<file path="src/rtl/name_entry_controller_pkg.sv">
// Name entry shared definitions.
// Key codes, FSM states and key classification helpers.
package name_entry_controller_pkg;

    localparam logic [7:0] KEY_ENTER   = 8'h0D;
    localparam logic [7:0] KEY_BKSP    = 8'h08;
    localparam logic [7:0] ASCII_SPACE = 8'h20;

    typedef enum logic [1:0] {
        IDLE,
        CLEAR,
        ENTRY,
        DONE
    } state_t;

    function automatic logic [7:0] fold_upper(input logic [7:0] c);
        return (c >= 8'h61 && c <= 8'h7A) ? c - 8'h20 : c;
    endfunction

    function automatic logic is_printable(input logic [7:0] c);
        return c >= 8'h20 && c <= 8'h7E;
    endfunction

endpackage

</file>
<file path="src/rtl/name_store.sv">
// Two-player name storage, MAX_LEN chars each, not reset.
// Ports: sync write (we, wr_player, wr_addr, wr_data); comb read (rd_*).
import name_entry_controller_pkg::*;

module name_store #(
    parameter int MAX_LEN = 8,
    parameter int LEN_W   = 4
) (
    input  logic             clock,
    input  logic             we,
    input  logic             wr_player,
    input  logic [LEN_W-1:0] wr_addr,
    input  logic [7:0]       wr_data,
    input  logic             rd_player,
    input  logic [LEN_W-1:0] rd_addr,
    output logic [7:0]       rd_char
);

    logic [7:0] mem [2][MAX_LEN];

    always_ff @(posedge clock) begin
        for (int i = 0; i < MAX_LEN; i++) begin
            if (we && wr_addr == LEN_W'(i))
                mem[wr_player][i] <= wr_data;
        end
    end

    // Addresses at or beyond MAX_LEN read back as blanks.
    always_comb begin
        rd_char = ASCII_SPACE;
        for (int i = 0; i < MAX_LEN; i++) begin
            if (rd_addr == LEN_W'(i))
                rd_char = mem[rd_player][i];
        end
    end

endmodule

</file>
<file path="src/rtl/name_entry_controller.sv">
// Player name entry: clear slot, collect keys, commit on enter.
// Ports: clock/resetn, user_name_req, key_*, rd_* view port, status outs.
import name_entry_controller_pkg::*;

module name_entry_controller #(
    parameter int MAX_LEN = 8,
    parameter int LEN_W   = 4
) (
    input  logic             clock,
    input  logic             resetn,
    input  logic [1:0]       user_name_req,
    input  logic             key_valid,
    input  logic [7:0]       key_ascii,
    input  logic             rd_player,
    input  logic [LEN_W-1:0] rd_addr,
    output logic [7:0]       rd_char,
    output logic             name_done,
    output logic             busy,
    output logic             cur_player,
    output logic [LEN_W-1:0] cursor,
    output logic [LEN_W-1:0] name_len_p1,
    output logic [LEN_W-1:0] name_len_p2
);

    localparam logic [LEN_W-1:0] LAST = LEN_W'(MAX_LEN - 1);
    localparam logic [LEN_W-1:0] FULL = LEN_W'(MAX_LEN);

    state_t           state;
    logic [LEN_W-1:0] clr_idx;

    logic             key_do;
    logic             acc_char;
    logic             acc_bksp;
    logic             acc_enter;
    logic [7:0]       key_ch;

    logic             we;
    logic [LEN_W-1:0] wr_addr;
    logic [7:0]       wr_data;

    always_comb begin
        key_do    = (state == ENTRY) && key_valid;
        key_ch    = fold_upper(key_ascii);
        acc_char  = key_do && is_printable(key_ascii)
                    && cursor != FULL;
        acc_bksp  = key_do && key_ascii == KEY_BKSP
                    && cursor != '0;
        acc_enter = key_do && key_ascii == KEY_ENTER
                    && cursor != '0;
    end

    always_comb begin
        we      = 1'b0;
        wr_addr = '0;
        wr_data = ASCII_SPACE;
        unique case (1'b1)
            state == CLEAR: begin
                we      = 1'b1;
                wr_addr = clr_idx;
            end
            acc_char: begin
                we      = 1'b1;
                wr_addr = cursor;
                wr_data = key_ch;
            end
            acc_bksp: begin
                we      = 1'b1;
                wr_addr = cursor - 1'b1;
            end
            default: ;
        endcase
    end

    always_ff @(posedge clock or negedge resetn) begin
        if (!resetn) begin
            state       <= IDLE;
            clr_idx     <= '0;
            cursor      <= '0;
            cur_player  <= 1'b0;
            name_len_p1 <= '0;
            name_len_p2 <= '0;
            name_done   <= 1'b0;
            busy        <= 1'b0;
        end else begin
            name_done <= 1'b0;
            unique case (state)
                IDLE: begin
                    if (user_name_req[1]) begin
                        cur_player <= user_name_req[0];
                        clr_idx    <= '0;
                        busy       <= 1'b1;
                        state      <= CLEAR;
                    end
                end
                CLEAR: begin
                    clr_idx <= clr_idx + 1'b1;
                    if (clr_idx == LAST) begin
                        cursor <= '0;
                        state  <= ENTRY;
                    end
                end
                ENTRY: begin
                    if (acc_char) begin
                        cursor <= cursor + 1'b1;
                    end else if (acc_bksp) begin
                        cursor <= cursor - 1'b1;
                    end else if (acc_enter) begin
                        if (cur_player)
                            name_len_p2 <= cursor;
                        else
                            name_len_p1 <= cursor;
                        name_done <= 1'b1;
                        busy      <= 1'b0;
                        state     <= DONE;
                    end
                end
                DONE: state <= IDLE;
                default: state <= IDLE;
            endcase
        end
    end

    name_store #(
        .MAX_LEN(MAX_LEN),
        .LEN_W  (LEN_W)
    ) u_store (
        .clock    (clock),
        .we       (we),
        .wr_player(cur_player),
        .wr_addr  (wr_addr),
        .wr_data  (wr_data),
        .rd_player(rd_player),
        .rd_addr  (rd_addr),
        .rd_char  (rd_char)
    );

endmodule

</file>
<file path="config.mk">
export PLATFORM = sky130hd
export DESIGN_NAME = name_entry_controller
export DESIGN_NICKNAME = d
export VERILOG_FILES = /design/src/rtl/name_entry_controller_pkg.sv /design/src/rtl/name_store.sv /design/src/rtl/name_entry_controller.sv
export SDC_FILE = /design/constraint.sdc
export NUM_CORES = 1
export LEC_CHECK = 0
export ABC_AREA = 1
export BUFFER_PORTS_ARGS = -buffer_cell sky130_fd_sc_hd__clkbuf_2
export CAP_MARGIN = 20
export CORE_ASPECT_RATIO = 0.75
export CORE_UTILIZATION = 61
export DETAILED_ROUTE_END_ITERATION = 7
export PLACE_DENSITY = 0.8
export SLEW_MARGIN = 40
export SYNTH_ARGS = -nofsm -noshare
export SYNTH_HDL_FRONTEND = slang
export SYNTH_HIERARCHICAL = 1
export SYNTH_SLANG_ARGS = --single-unit
</file>
<file path="constraint.sdc">
create_clock -name clock -period 3.5 [get_ports clock]
set_clock_uncertainty 0.2 [all_clocks]
set_input_delay 0.175 -clock clock [delete_from_list [all_inputs] [get_ports clock]]
set_output_delay 0.175 -clock clock [all_outputs]
set_load 0.005 [all_outputs]
</file>
# ---- Word-level counts from Yosys, hierarchy flattened
# Memories as Yosys holds them, arrays and structs flattened.
# Cells that the tools add are included.
dict set report word_totals {
  input_bits 18
  regBits 21
  mem_count 1
  mem_bits_rw 128
}
# memory words word_bits rd rd_ports_with_merged_regs wr line
set memory_table {}
lappend memory_table {u_store.mem 2 64 1 0 1 name_store.sv:19} ;# logic [7:0] mem [2][MAX_LEN];
dict set report classes {
  n_reduce_logical 32
  n_eq_ne 27
  n_lt_le_gt_ge 4
  n_addsub 4
  mux 49
  bitwise_logic 3
}
# op count
set ops {}
lappend ops {{$mux W8} 10}
lappend ops {{$eq A4 B3 Y1 const B} 9}
lappend ops {{$mux W1} 25}
lappend ops {{$reduce_and A5 Y1} 4}
lappend ops {{$logic_and A1 B1 Y1} 17}
lappend ops {{$eq A4 B2 Y1 const B} 4}
lappend ops {{$eq A8 B4 Y1 const B} 2}
lappend ops {{$le A8 B7 Y1 const B} 2}
lappend ops {{$mux W4} 4}
lappend ops {{$pmux W4 S2} 2}
lappend ops {{$pmux W4 S3} 1}
lappend ops {{$mux W2} 5}
lappend ops {{$add A4 B1 Y4 const B} 2}
lappend ops {{$eq A4 B1 Y1 const B} 2}
lappend ops {{$ge A8 B6 Y1 const B} 1}
lappend ops {{$ge A8 B7 Y1 const B} 1}
lappend ops {{$logic_not A4 Y1} 2}
lappend ops {{$ne A2 B2 Y1 const B} 4}
lappend ops {{$pmux W2 S4} 1}
lappend ops {{$sub A8 B6 Y8 const B} 1}
lappend ops {{$reduce_bool A2 Y1} 3}
lappend ops {{$eq A2 B2 Y1 const B} 2}
lappend ops {{$ne A4 B4 Y1 const B} 1}
lappend ops {{$reduce_and A2 Y1} 2}
lappend ops {{10 further kinds} 12}

# ---- Logic depth before layout (Yosys ltp)
dict set report depth {
  depth_word 9
  depth_mapped 16
}

# ---- By module
# The synthesis kept the hierarchy.
# module n_inst cells_per_inst area_per_inst_um2 seq_area_each_um2
set by_module_without_submodules {}
lappend by_module_without_submodules {name_store 1 454 5263.8 3843.7}
lappend by_module_without_submodules {name_entry_controller 1 210 1594.0 525.5}

# ---- Worst setup path after synthesis
# Ideal clock, no wire load.
dict set report synth_timing {
  path_kind {register to register}
  start {register state[0]}
  end {memory u_store/mem[0][10] (netlist name) (enable)}
  setup_time_ps 383
  path_stages_with_launch 13
  slack_ps 504
  arrival_time_ps 2413
  required_ps 2917
  cell_sequence {dfrtp_1 inv_1 ha_1 buf_6 nand2_2 inv_1 nand2_1 nor2_2 nand2_4 buf_6 o221ai_1 nand3_1 nor3_1}
}
dict set report synth_between {
  elab_chain_len 9
  elab_cells_between_ends 14
}
# element line
set synth_lines {}
lappend synth_lines {{start, declared} name_entry_controller.sv:28} ;# state_t state;
lappend synth_lines {{start signal, assigned} name_entry_controller.sv:76} ;# state <= IDLE;
lappend synth_lines {{start signal, assigned} name_entry_controller.sv:92} ;# state <= CLEAR;
lappend synth_lines {{start signal, assigned} name_entry_controller.sv:99} ;# state <= ENTRY;
lappend synth_lines {{$eq A2 B2 Y1} name_entry_controller.sv:42} ;# key_do = (state == ENTRY) && key_valid;
lappend synth_lines {{$logic_and A1 B1 Y1} name_entry_controller.sv:42}
lappend synth_lines {{$logic_and A1 B1 Y1, on equally long branches} {name_entry_controller.sv:46, name_entry_controller.sv:44}}
lappend synth_lines {{$logic_and A1 B1 Y1, on equally long branches} {name_entry_controller.sv:47, name_entry_controller.sv:45}}
lappend synth_lines {{$pmux W4 S3 *} name_entry_controller.sv:56} ;# unique case (1'b1)
lappend synth_lines {{net wr_addr[2]} name_entry_controller.sv:38} ;# logic [LEN_W-1:0] wr_addr;
lappend synth_lines {{$eq A4 B3 Y1 *} name_store.sv:23} ;# if (we && wr_addr == LEN_W'(i))
lappend synth_lines {{$logic_and A1 B1 Y1 *} name_store.sv:23}
lappend synth_lines {{$mux W1 *} name_store.sv:23}
lappend synth_lines {{$mux W1 (implied by the code) *} name_store.sv:24} ;# mem[wr_player][i] <= wr_data;
lappend synth_lines {{end, declared} name_store.sv:19}
# Mark *: on every way through the listed nets, which the timed path passes. The rest lies on a longest branch.

# ---- Worst setup path in the final report
dict set report layout_timing {
  start {register cursor[0]}
  end {memory u_store/mem[0][61] (netlist name) (enable)}
}
dict set report layout_between {
  elab_chain_len 7
  elab_cells_between_ends 12
}
# element line
set layout_lines {}
lappend layout_lines {{start, declared} name_entry_controller.sv:20} ;# output logic [LEN_W-1:0] cursor,
lappend layout_lines {{start signal, assigned} name_entry_controller.sv:104} ;# cursor <= cursor + 1'b1;
lappend layout_lines {{start signal, assigned} name_entry_controller.sv:106} ;# cursor <= cursor - 1'b1;
lappend layout_lines {{branches (longest 2 deep; another with $sub A4 B1 Y4)} --}
lappend layout_lines {{$pmux W4 S3 *} name_entry_controller.sv:56}
lappend layout_lines {{net wr_addr[3]} name_entry_controller.sv:38}
lappend layout_lines {{$logic_not A4 Y1 *} name_store.sv:23}
lappend layout_lines {{$logic_and A1 B1 Y1 *} name_store.sv:23}
lappend layout_lines {{$mux W1 *} name_store.sv:23}
lappend layout_lines {{$mux W1 (implied by the code) *} name_store.sv:24}
# Mark *: on every way through the listed nets, which the timed path passes.

==> flow_summary.ini <==
[synth]
synthFlopType = edfxtp_1
syn_area_um2 = 6860
synth_top_area_share_pct = 56.0
synth-seq-area-share_pct = 63.7
synth_edf_count = 128
synthesis.yosys.warnings = 6
ys_ff_latch = 149
post-synth-top-count-cell = nand2_1
synth_top_cell_by_area = edfxtp_1
synth_async_sr_flop_share_pct = 14.1
synth.cells.most_frequent = 246 x nand2_1, 128 x edfxtp_1, 54 x nor2_1
netlist-cell-type-count = 35
number_of_standard_cells_after_synthesis = 664
synthesis.nets = 692
synth.avg_cell_area_um2 = 10.3
ys_top_cells_by_area = edfxtp_1 56%, nand2_1 13%, dfrtp_1 7.7%

[worst_setup_path]
crit_path_frequent_cell = nand2_1
timing.critical_path.fanout_max = 8
cp.required_ns = 3.35
type_of_element_launching_the_critical_path = flip-flop
launch_point_of_the_worst_path = cursor[0]$_DFFE_PN0P_
crit_path_buffers_inverters = 3
path_class = reg2reg
worstPathCellList = inv_1, ha_1, nand2_2, nor2_2, nor3_1, nand2_1, inv_1, nand2_1, o221ai_1, inv_1, nand2_1, nor2_1, nand2_1, nor2_1
max_stage_delay_ns = 0.55
critical_r2r_launch = cursor[0]$_DFFE_PN0P_
ff2ff_path_depth = 14
worst_setup_path_end_kind = flip-flop
cp_data_arrival_time_ns = 3.09
r2r_end = u_store/mem[0][61]$_DFFE_PP_
worst_path_max_delay_cell = nor2_1
rrSetupSlack_ns = 0.26
cpLargestDelayFamily = simple AND/OR/NAND/NOR gates

[detailed_routing]
starting_drc_count_in_detailed_routing = 573
drcViolationCount = 2
antenna_left = 0
vias = 5149
total_wirelength_of_the_detailed_routed_design_um = 16200
firstDrtPassIters = 8
avgViaCountPerCell = 5.84
route.detailed.wl_per_inst_um = 18.4

[die]
io-pin-count = 41
core_area_um2 = 10900
die_h_um = 93.8
die_width_um = 124
floorplan.rows = 33
effective_utilization_at_floorplan_pct = 62.7
total_die_area_um2 = 11700

[sta]
final-max-slew-violation-count = 0
final.period_utilization_pct = 92.6
timing.final.hold_violations = 0
setup_slack_ns = 0.261
relSlewSlack_pct = 54.4
final.setup.tns_ns = 0
worst_pin_slew_ns = 0.681
grt_setup_unrepaired = false
max_freq_ghz = 0.309
setup_viol_count_final = 0
final_period_minus_worst_setup_slack_ns = 3.24

[final_layout]
fillers = 769
final_util_pct = 71.9
multi_input_comb_area_um2 = 2210
syn_to_final_growth_pct = 14.8
num_antenna_cells = 0
drive_above_1_share_pct = 15.6
nNetsFinal = 757
regArea_um2 = 4370

[clock_network]
cts.reportedPaths.clkPinSlew_ns = 0.06
clock_network_latency_to_the_later_pin_of_the_worst_skew_pair_ns = 0.42
cts_max_level = 4
clock_path_buffers = 2
cts_made_buffers = 17
cts_tree = built
clock_sinks = 149
clk_root_buffer_cell = clkbuf_16

[pwr]
power.static_leakage_nw = 3.32
pwr_density_cell_nw_per_um2 = 604
p_total_mw = 4.76
ir_drop_uv = 608

[status]
outcome = finished with violations
violated_checks = DRC

[grt]
grt_pass1_vias = 4859
overflow = 0
grt_pass1_wl_um = 25800
globalRouteTotalUtil_pct = 29.8
grt_max_degree = 67
antenna_found_initial = 0

[place]
placement.setup.worst_slack_ns = 0.359
finalWeightedCongestion = 0.934
hpwlAfterDp_um = 10800
io_buffer_count = 40

[flow_run]
max_cap_viol_count = 0

[worst_hold_path]
timing.hold.worst.start = user_name_req[1]
whs_endpoint = busy$_DFFE_PN0P_
min-delay-path-class = in2reg
worst_hold_path.num_cells = 4
## cell families after synthesis
group                    synth area share (%)
adder cells (fa/ha/maj)                  1.82
flip-flops                               63.7
XOR/XNOR                                0.511
AO/OA/AOI/OAI                            5.75
AND/OR/NAND/NOR                          24.2
buffers and inverters                    4.03
## cells in the final DEF, fill, tap and decap left out, drive strengths merged, types with 9 or more instances in the layout
master | netlist | layout
nand2 | 253 | 253
edfxtp | 128 | 128
nor2 | 62 | 62
clkbuf | 4 | 57
inv | 45 | 49
nand3 | 27 | 27
dfrtp | 21 | 21
buf | 14 | 20
or2 | 14 | 14
o211ai | 14 | 14
nor3 | 12 | 12
nand4 | 11 | 11
o21ai | 11 | 11
ha | 10 | 10
o21bai | 9 | 9
a21oi | 9 | 9
o21a | 9 | 9
## worst max-delay path by stage
stage	to	slack, ns	cells past startpoint
floorplan	u_store/mem[0][10]$_DFFE_PP_	0.50	12
global placement	u_store/mem[0][58]$_DFFE_PP_	0.54	14
detailed placement	u_store/mem[0][57]$_DFFE_PP_	0.36	14
CTS	u_store/mem[0][57]$_DFFE_PP_	0.33	14
global route	u_store/mem[0][46]$_DFFE_PP_	0.0003	11
finish	u_store/mem[0][61]$_DFFE_PP_	0.26	14
## per-layer routing
layer	up-vias	track usage [%]	share of wire, %
met3	46	6.49	8.4
met4	0	11.8	2.5
li1	2368	-	-
met2	293	46.2	47
met5	-	0	0
met1	2442	41.3	42
## worst min-delay path, delay by kind of cell
| family | cells | cell delay [ns] |
|---|---|---|
| and+or+nand+nor | 1 | 0.11 |
| AOI/OAI and AO/OA | 2 | 0.23 |
| buffers and inverters | 1 | 0.09 |
## flip-flops by register name (all words and copies together), names as in the netlist
name         flops
state            2
name_done        1
busy             1
u_store/mem    128
clr_idx          4
cur_player       1
name_len_p2      4
name_len_p1      4
cursor           4
## power by group
group	total (mW)	switching, mW	internal, mW
Clock	1.71	0.731	0.977
Sequential	2.17	0.0999	2.07
Combinational	0.881	0.607	0.274
## layout make-up
class                   count  share of cell area [%]
repair buffers             64                    4.96
multi-input cells         452                    28.1
inverters                  45                    2.18
flip-flops and latches    149                    55.5
clock buffers              17                    5.40
clock inverters            15                    1.64
well taps                 140                    2.23
## through the flow
stage	instances	hold slack [ns]	area, um^2
2_1_floorplan	664	-0.321	6860
4_1_cts	882	0.00235	7870
3_3_place_gp	846	-0.0381	7280
3_5_place_dp	846	-0.0181	7280
5_1_grt	882	0.0515	7870
6_report	882	0.0274	7870
## timing repair
action / in CTS / in global routing
buffers inserted: 0 / 0
hold buffers: 4 / 0
hold endpoints to repair: 22 / 0
gates resized for setup: 0 / 0
Note: power is estimated with default switching activity, not from simulation.
